--- config.mk ---
export PLATFORM = sky130hd
export DESIGN_NAME = if_fetch_unit_flat
export DESIGN_NICKNAME = d
export VERILOG_FILES = /design/src/rtl/cpu_pkg.sv /design/src/rtl/if_fetch_unit_if.sv /design/src/rtl/if_id_reg.sv /design/src/rtl/if_fetch_unit.sv /design/src/flat_wrapper.sv
export SDC_FILE = /design/constraint.sdc
export NUM_CORES = 1
export LEC_CHECK = 0
export CAP_MARGIN = 5
export CORE_AREA = 2 2 84 86
export CTS_BUF_LIST = sky130_fd_sc_hd__clkbuf_4 sky130_fd_sc_hd__clkbuf_8
export DETAILED_ROUTE_END_ITERATION = 8
export DIE_AREA = 0 0 86 88
export HOLD_SLACK_MARGIN = 0.06
export PLACE_DENSITY = 0.8
export REMOVE_ABC_BUFFERS = 1
export SETUP_SLACK_MARGIN = 0.2
export SLEW_MARGIN = 25
export SYNTH_ARGS = -nofsm -noshare
export SYNTH_HDL_FRONTEND = slang
export SYNTH_SLANG_ARGS = --single-unit
export TNS_END_PERCENT = 1
--- constraint.sdc ---
create_clock -name clk -period 2 [get_ports clk]
set_input_delay 0.5 -clock clk [delete_from_list [all_inputs] [get_ports clk]]
set_output_delay 0.5 -clock clk [all_outputs]
set_load 0.01 [all_outputs]
--- src/rtl/cpu_pkg.sv ---
// Shared pipeline types and constants for the CPU.
// Fetch-state enum, opcode constants and default widths.
package cpu_pkg;

    localparam int CPU_ADDR_W = 8;
    localparam int CPU_DATA_W = 32;

    localparam logic [CPU_DATA_W-1:0] NOP  = 32'h0;
    localparam logic [5:0]            OP_J = 6'h02;

    typedef enum logic [1:0] {
        RUN  = 2'd0,
        HOLD = 2'd1,
        HALT = 2'd2
    } fetch_state_e;

endpackage

--- src/rtl/if_fetch_unit_if.sv ---
// Fetch-unit bus: instruction memory port, hazard/redirect
// controls and the IF/ID outputs presented to decode.
interface if_fetch_unit_if
    import cpu_pkg::*;
#(
    parameter int ADDR_W = CPU_ADDR_W,
    parameter int DATA_W = CPU_DATA_W,
    parameter int CNT_W  = 16
);
    logic [ADDR_W-1:0] im_addr;
    logic [DATA_W-1:0] im_data;
    logic              stall;
    logic              redirect_valid;
    logic [ADDR_W-1:0] redirect_pc;
    logic              id_valid;
    logic [DATA_W-1:0] id_instr;
    logic [ADDR_W-1:0] id_pc;
    logic [ADDR_W-1:0] id_pc4;
    logic              halted;
    logic [CNT_W-1:0]  fetch_cnt;

    modport master (
        output im_addr,
        input  im_data,
        input  stall,
        input  redirect_valid,
        input  redirect_pc,
        output id_valid,
        output id_instr,
        output id_pc,
        output id_pc4,
        output halted,
        output fetch_cnt
    );

    modport slave (
        input  im_addr,
        output im_data,
        output stall,
        output redirect_valid,
        output redirect_pc,
        input  id_valid,
        input  id_instr,
        input  id_pc,
        input  id_pc4,
        input  halted,
        input  fetch_cnt
    );

endinterface

--- src/rtl/if_id_reg.sv ---
// IF/ID pipeline register with load, hold and flush.
// Flush inserts a nop bubble; hold is simply no load.
module if_id_reg
    import cpu_pkg::*;
#(
    parameter int ADDR_W = CPU_ADDR_W,
    parameter int DATA_W = CPU_DATA_W
) (
    input  logic              clk,
    input  logic              rst_n,
    input  logic              load,
    input  logic              flush,
    input  logic [DATA_W-1:0] instr_d,
    input  logic [ADDR_W-1:0] pc_d,
    output logic              valid,
    output logic [DATA_W-1:0] instr,
    output logic [ADDR_W-1:0] pc,
    output logic [ADDR_W-1:0] pc4
);

    // Capture fetched word, bubble on flush, otherwise hold.
    always_ff @(posedge clk) begin
        if (!rst_n) begin
            valid <= 1'b0;
            instr <= NOP;
            pc    <= '0;
            pc4   <= '0;
        end else if (flush) begin
            valid <= 1'b0;
            instr <= NOP;
        end else if (load) begin
            valid <= 1'b1;
            instr <= instr_d;
            pc    <= pc_d;
            pc4   <= pc_d + ADDR_W'(4);
        end
    end

endmodule

--- src/rtl/if_fetch_unit.sv ---
// Instruction fetch: PC register, fetch FSM and fetch counter.
// Optional self-jump halt detection: define IF_HALT_DETECT_EN.
module if_fetch_unit
    import cpu_pkg::*;
#(
    parameter int                ADDR_W   = CPU_ADDR_W,
    parameter int                DATA_W   = CPU_DATA_W,
    parameter logic [ADDR_W-1:0] RESET_PC = '0,
    parameter int                CNT_W    = 16
) (
    input logic            clk,
    input logic            rst_n,
    if_fetch_unit_if.master bus
);

    fetch_state_e      state_q;
    fetch_state_e      state_d;
    logic [ADDR_W-1:0] pc_q;
    logic [ADDR_W-1:0] pc_d;
    logic [CNT_W-1:0]  cnt_q;
    logic              load;
    logic              flush;
    logic              cnt_inc;

`ifdef IF_HALT_DETECT_EN
    logic self_jump;

    assign self_jump = bus.id_valid
        && (bus.id_instr[31:26] == OP_J)
        && ({bus.id_instr[ADDR_W-3:0], 2'b00} == bus.id_pc);
    assign bus.halted = (state_q == HALT);
`else
    assign bus.halted = 1'b0;
`endif

    assign bus.im_addr   = pc_q;
    assign bus.fetch_cnt = cnt_q;

    // Next PC / state: redirect beats stall beats fetch.
    always_comb begin
        state_d = state_q;
        pc_d    = pc_q;
        load    = 1'b0;
        flush   = 1'b0;
        cnt_inc = 1'b0;
`ifdef IF_HALT_DETECT_EN
        if (state_q == HALT) begin
            flush = 1'b1;
        end else if (self_jump) begin
            state_d = HALT;
            pc_d    = bus.id_pc;
            flush   = 1'b1;
        end else
`endif
        if (bus.redirect_valid) begin
            pc_d    = {bus.redirect_pc[ADDR_W-1:2], 2'b00};
            flush   = 1'b1;
            state_d = RUN;
        end else if (bus.stall) begin
            state_d = HOLD;
        end else begin
            load    = 1'b1;
            pc_d    = pc_q + ADDR_W'(4);
            cnt_inc = 1'b1;
            state_d = RUN;
        end
    end

    // PC and fetch state registers.
    always_ff @(posedge clk) begin
        if (!rst_n) begin
            pc_q    <= RESET_PC;
            state_q <= RUN;
        end else begin
            pc_q    <= pc_d;
            state_q <= state_d;
        end
    end

    // Saturating count of words delivered valid into IF/ID.
    always_ff @(posedge clk) begin
        if (!rst_n) begin
            cnt_q <= '0;
        end else if (cnt_inc && (cnt_q != '1)) begin
            cnt_q <= cnt_q + 1'b1;
        end
    end

    if_id_reg #(
        .ADDR_W (ADDR_W),
        .DATA_W (DATA_W)
    ) u_if_id (
        .clk     (clk),
        .rst_n   (rst_n),
        .load    (load),
        .flush   (flush),
        .instr_d (bus.im_data),
        .pc_d    (pc_q),
        .valid   (bus.id_valid),
        .instr   (bus.id_instr),
        .pc      (bus.id_pc),
        .pc4     (bus.id_pc4)
    );

endmodule

--- src/flat_wrapper.sv ---
// flat-port wrapper written by rule: the top's interface ports become plain ports
module if_fetch_unit_flat import cpu_pkg::*;
#(
    parameter int                ADDR_W   = CPU_ADDR_W,
    parameter int                DATA_W   = CPU_DATA_W,
    parameter logic [ADDR_W-1:0] RESET_PC = '0,
    parameter int                CNT_W    = 16
)
  (clk, rst_n, bus_im_addr, bus_im_data, bus_stall, bus_redirect_valid, bus_redirect_pc, bus_id_valid, bus_id_instr, bus_id_pc, bus_id_pc4, bus_halted, bus_fetch_cnt);
  if_fetch_unit_if #(.ADDR_W(ADDR_W), .DATA_W(DATA_W), .CNT_W(CNT_W)) bus_i ();
  input logic clk;
  input logic rst_n;
  output wire logic [$bits(bus_i.im_addr)-1:0] bus_im_addr;
  input wire logic [$bits(bus_i.im_data)-1:0] bus_im_data;
  input wire logic [$bits(bus_i.stall)-1:0] bus_stall;
  input wire logic [$bits(bus_i.redirect_valid)-1:0] bus_redirect_valid;
  input wire logic [$bits(bus_i.redirect_pc)-1:0] bus_redirect_pc;
  output wire logic [$bits(bus_i.id_valid)-1:0] bus_id_valid;
  output wire logic [$bits(bus_i.id_instr)-1:0] bus_id_instr;
  output wire logic [$bits(bus_i.id_pc)-1:0] bus_id_pc;
  output wire logic [$bits(bus_i.id_pc4)-1:0] bus_id_pc4;
  output wire logic [$bits(bus_i.halted)-1:0] bus_halted;
  output wire logic [$bits(bus_i.fetch_cnt)-1:0] bus_fetch_cnt;
  assign bus_im_addr = bus_i.im_addr;
  assign bus_i.im_data = bus_im_data;
  assign bus_i.stall = bus_stall;
  assign bus_i.redirect_valid = bus_redirect_valid;
  assign bus_i.redirect_pc = bus_redirect_pc;
  assign bus_id_valid = bus_i.id_valid;
  assign bus_id_instr = bus_i.id_instr;
  assign bus_id_pc = bus_i.id_pc;
  assign bus_id_pc4 = bus_i.id_pc4;
  assign bus_halted = bus_i.halted;
  assign bus_fetch_cnt = bus_i.fetch_cnt;
  if_fetch_unit #(.ADDR_W(ADDR_W), .DATA_W(DATA_W), .RESET_PC(RESET_PC), .CNT_W(CNT_W)) u_core (.clk(clk), .rst_n(rst_n), .bus(bus_i));
endmodule
==> out/results.ini <==
[worst_setup_path]
critPathBufInv = 1
cp.arrival_ns = 1.35
r2r_end = u_core.bus.fetch_cnt[1]
r2r_slack_ns = 0.26
reg2reg_depth = 6
path_cells = clkdlybuf4s50_1
start_kind = flip-flop
slowest_stage = clkdlybuf4s50_1
cp_num_cells = 1
r2r_start = u_core.bus.fetch_cnt[0]
crit_required_ns = 1.50
slowest_delay_ns = 0.57
crit_type = flip-flop to output pin
worst_setup_path_end_kind = output pin
crit_fanout = 7
critPathTopFamily = buffers and inverters

[die]
initial_core_util_pct = 42.9
coreArea_sq_mm = 0.00664
dieArea_sq_mm = 0.00757
ios = 118
die_w_um = 86
die_h_um = 88
rows = 30

[power]
p_leak_nw = 1.70
p_int_mw = 2.25
p_per_area_mw_per_mm2 = 691
p_clk_share_pct = 38.7
switching_share_pct = 24.1
comb_power_share_pct = 13.4
peakVddDrop_uv = 422
p_switching_mw = 0.715
seqPwrFrac_pct = 47.9

[clock_network]
cts-root-buf = clkbuf_8
cts.reportedPaths.clkPinSlew_ns = 0.07
cts_buffers = 9
clk_latency_ns = 0.34
h-tree-depth = 3
cts_sinks = 67
cts_hold_buf = 0
clockBufferDepth = 2
cts_tree = yes

[flow_run]
cap_violations = 0

[timing]
hold_violations = 0
slew_viol_final = 0
final-setup-viol-count = 0
grt_setup_unrepaired = true
fmaxAchievable_mhz = 542
fin_skew_ns = 0.00795
min_period_ns = 1.85
whs_ns = 0.449
fin_crit_sh_pct = 92.3

[finish]
multi_input_area_sq_mm = 0.00137
area_delta_synth_final_pct = 50.6
drive_gt1_share_pct = 13.1
final_cells = 514
num-fill-cells = 516
antenna_cells = 0
fin_nets = 475
final-seq-area_sq_mm = 0.00135
final_cell_area_sq_mm = 0.00429

[global_routing]
grt_pass1_vias = 2493
grt_usage_pct = 19.9
grt_max_degree = 44
antenna_found_initial = 0
grt_pass1_wl_mm = 11.8
grt-ovfl-total = 0

[detailed_routing]
vias_per_cell = 5.06
ant_nets = 0
post-route-drc-count = 0
wire_per_inst_um = 14.2
routed_wl_mm = 7.32
dr_total_vias = 2602
drt_iter0_drc = 84
dr.pass1.iters = 4

[logic_synthesis]
yosysTopAreaCell = dfxtp_1
synth_common_cells = dfxtp_1 (67), nor2_1 (45), mux2i_1 (37)
ys_seq_elements = 67
yosysUniqueCellTypes = 42
yosysWarnings = 0
synth_edf_count = 0
async_flop_share_pct = 0
synth-compound-area-share_pct = 10.3
yosysTopAreaCellShare_pct = 47.1
synth_top_flop_cell = dfxtp_1
synth-seq-area-share_pct = 47.1
yosysMostFrequentCell = dfxtp_1
netlist_instances = 308
muxShareOfSynthArea_pct = 13.0
synth_xor_area_share_pct = 2.15
synth_top_family_by_area = simple AND/OR/NAND/NOR gates
synthSimpleGateAreaFrac_pct = 20.7
synth.area.top_cells = dfxtp_1 (47%), mux2i_1 (13%), nor2_1 (5.9%), a21oi_1 (3.2%), nand2_1 (3.2%)
avgSynthCellArea_sq_um = 9.25
synth_fa_ha_area_share_pct = 0.878
synth_area_sq_mm = 0.00285

[worst_hold_path]
hold_class = flip-flop to flip-flop
hold_start = u_core.u_if_id.valid
hold_depth = 2
whs_endpoint = u_core.u_if_id.valid

[run_status]
status = finished clean

[placed_design]
portBuffers = 108
placed_area_sq_mm = 0.00404
placed_cells = 494
place.gp.congestion = 0.800
dp_hpwl_mm = 5.30

logic make-up after synthesis:
| group | count (synthesis) |
|---|---|
| compound gates | 50 |
| xor+xnor | 7 |
| fa+ha+maj | 2 |
| buf+inv | 28 |
| flops | 67 |
| mux | 37 |
| other cells | 1 |
| simple gates | 116 |
how the worst max path moves through the flow:
stage | startpoint | endpoint | slack (ns)
final | u_core.bus.fetch_cnt[15] | bus_fetch_cnt[15] | 0.15
after floorplan | u_core.bus.fetch_cnt[0] | u_core.bus.fetch_cnt[1] | 0.39
after global placement | bus_redirect_valid | u_core.bus.fetch_cnt[9] | -0.11
after global routing | u_core.bus.fetch_cnt[6] | bus_fetch_cnt[6] | 0.12
after CTS | u_core.bus.fetch_cnt[13] | bus_fetch_cnt[13] | 0.12
after detailed placement | bus_redirect_valid | u_core.bus.fetch_cnt[15] | -0.19
power by group through the flow:
stage / clock [mW] / sequential [mW] / combinational (mW)
2_1_floorplan: 0 / 1.47 / 0.121
3_3_place_gp: 0 / 1.45 / 0.391
3_5_place_dp: 0 / 1.45 / 0.397
4_1_cts: 1.16 / 1.42 / 0.400
5_1_grt: 1.23 / 1.43 / 0.432
6_report: 1.15 / 1.42 / 0.397
tightest hold or removal path, cell delays in order (launching register included):
cell	delay (ns)
dfxtp_1	0.31
inv_1	0.05
a21oi_1	0.05
stage by stage:
step	util (%)	setup TNS (ns)	total power [mW]	worst slack, ns
after floorplan	-	0	1.59	0.388
after global placement	60.8	-0.408	1.84	-0.112
after detailed placement	60.8	-0.812	1.84	-0.189
after CTS	63.9	0	2.98	0.120
after global routing	64.6	0	3.09	0.120
final	64.6	0	2.96	0.155
per-layer routing:
metal  share of wire, %  GRT usage (%)  up-vias  routed length (um)
met5                  0              0        -                   0
met3                 11           10.8        8                 813
met2                 46           31.2       99                3360
li1                   -              -     1303                   -
met1                 42           23.1     1192                3070
met4                1.1           7.36        0                  80
state kept, by name (all words and copies together), names as in the netlist:
name,cells
u_core.u_if_id.pc,6
u_core.u_if_id.valid,1
u_core.bus.fetch_cnt,16
u_core.u_if_id.pc4,6
u_core.bus.im_addr,6
u_core.u_if_id.instr,32
placed cells by master, fill, tap and decap left out, types with 2 or more instances in the layout:
| cell | n |
|---|---|
| nand2b_1 | 3 |
| a31oi_1 | 5 |
| dfxtp_2 | 10 |
| clkbuf_8 | 10 |
| clkinvlp_4 | 2 |
| nor2_1 | 45 |
| nand2_1 | 24 |
| xor2_1 | 3 |
| ha_1 | 2 |
| o21ai_0 | 15 |
| xnor2_1 | 4 |
| mux2i_1 | 37 |
| and3_1 | 5 |
| nand3_1 | 10 |
| clkbuf_4 | 2 |
| inv_1 | 4 |
| a21oi_1 | 18 |
| buf_4 | 17 |
| clkdlybuf4s50_1 | 106 |
| dfxtp_1 | 57 |
| nor3_1 | 4 |
| buf_12 | 2 |
| and2_1 | 2 |
| and4_2 | 2 |
| or3_1 | 7 |
| conb_1 | 7 |
| nand4_1 | 4 |
| a211oi_1 | 5 |
| o41ai_1 | 2 |
final cells by class:
cell class | instances | share of cell area [%]
multi-input combinational | 219 | 31.9
sequential | 67 | 31.5
timing repair buffer | 127 | 29.0
clock buffer | 12 | 3.56
tap | 80 | 2.33
clock inverter | 4 | 1.17
inverter | 5 | 0.437
repair_timing:
action	CTS	global route
pin swaps	0	3
gates resized for setup	3	10
setup endpoints to repair	21	35
setup buffers	0	4
(Power assumes the default switching activity.)
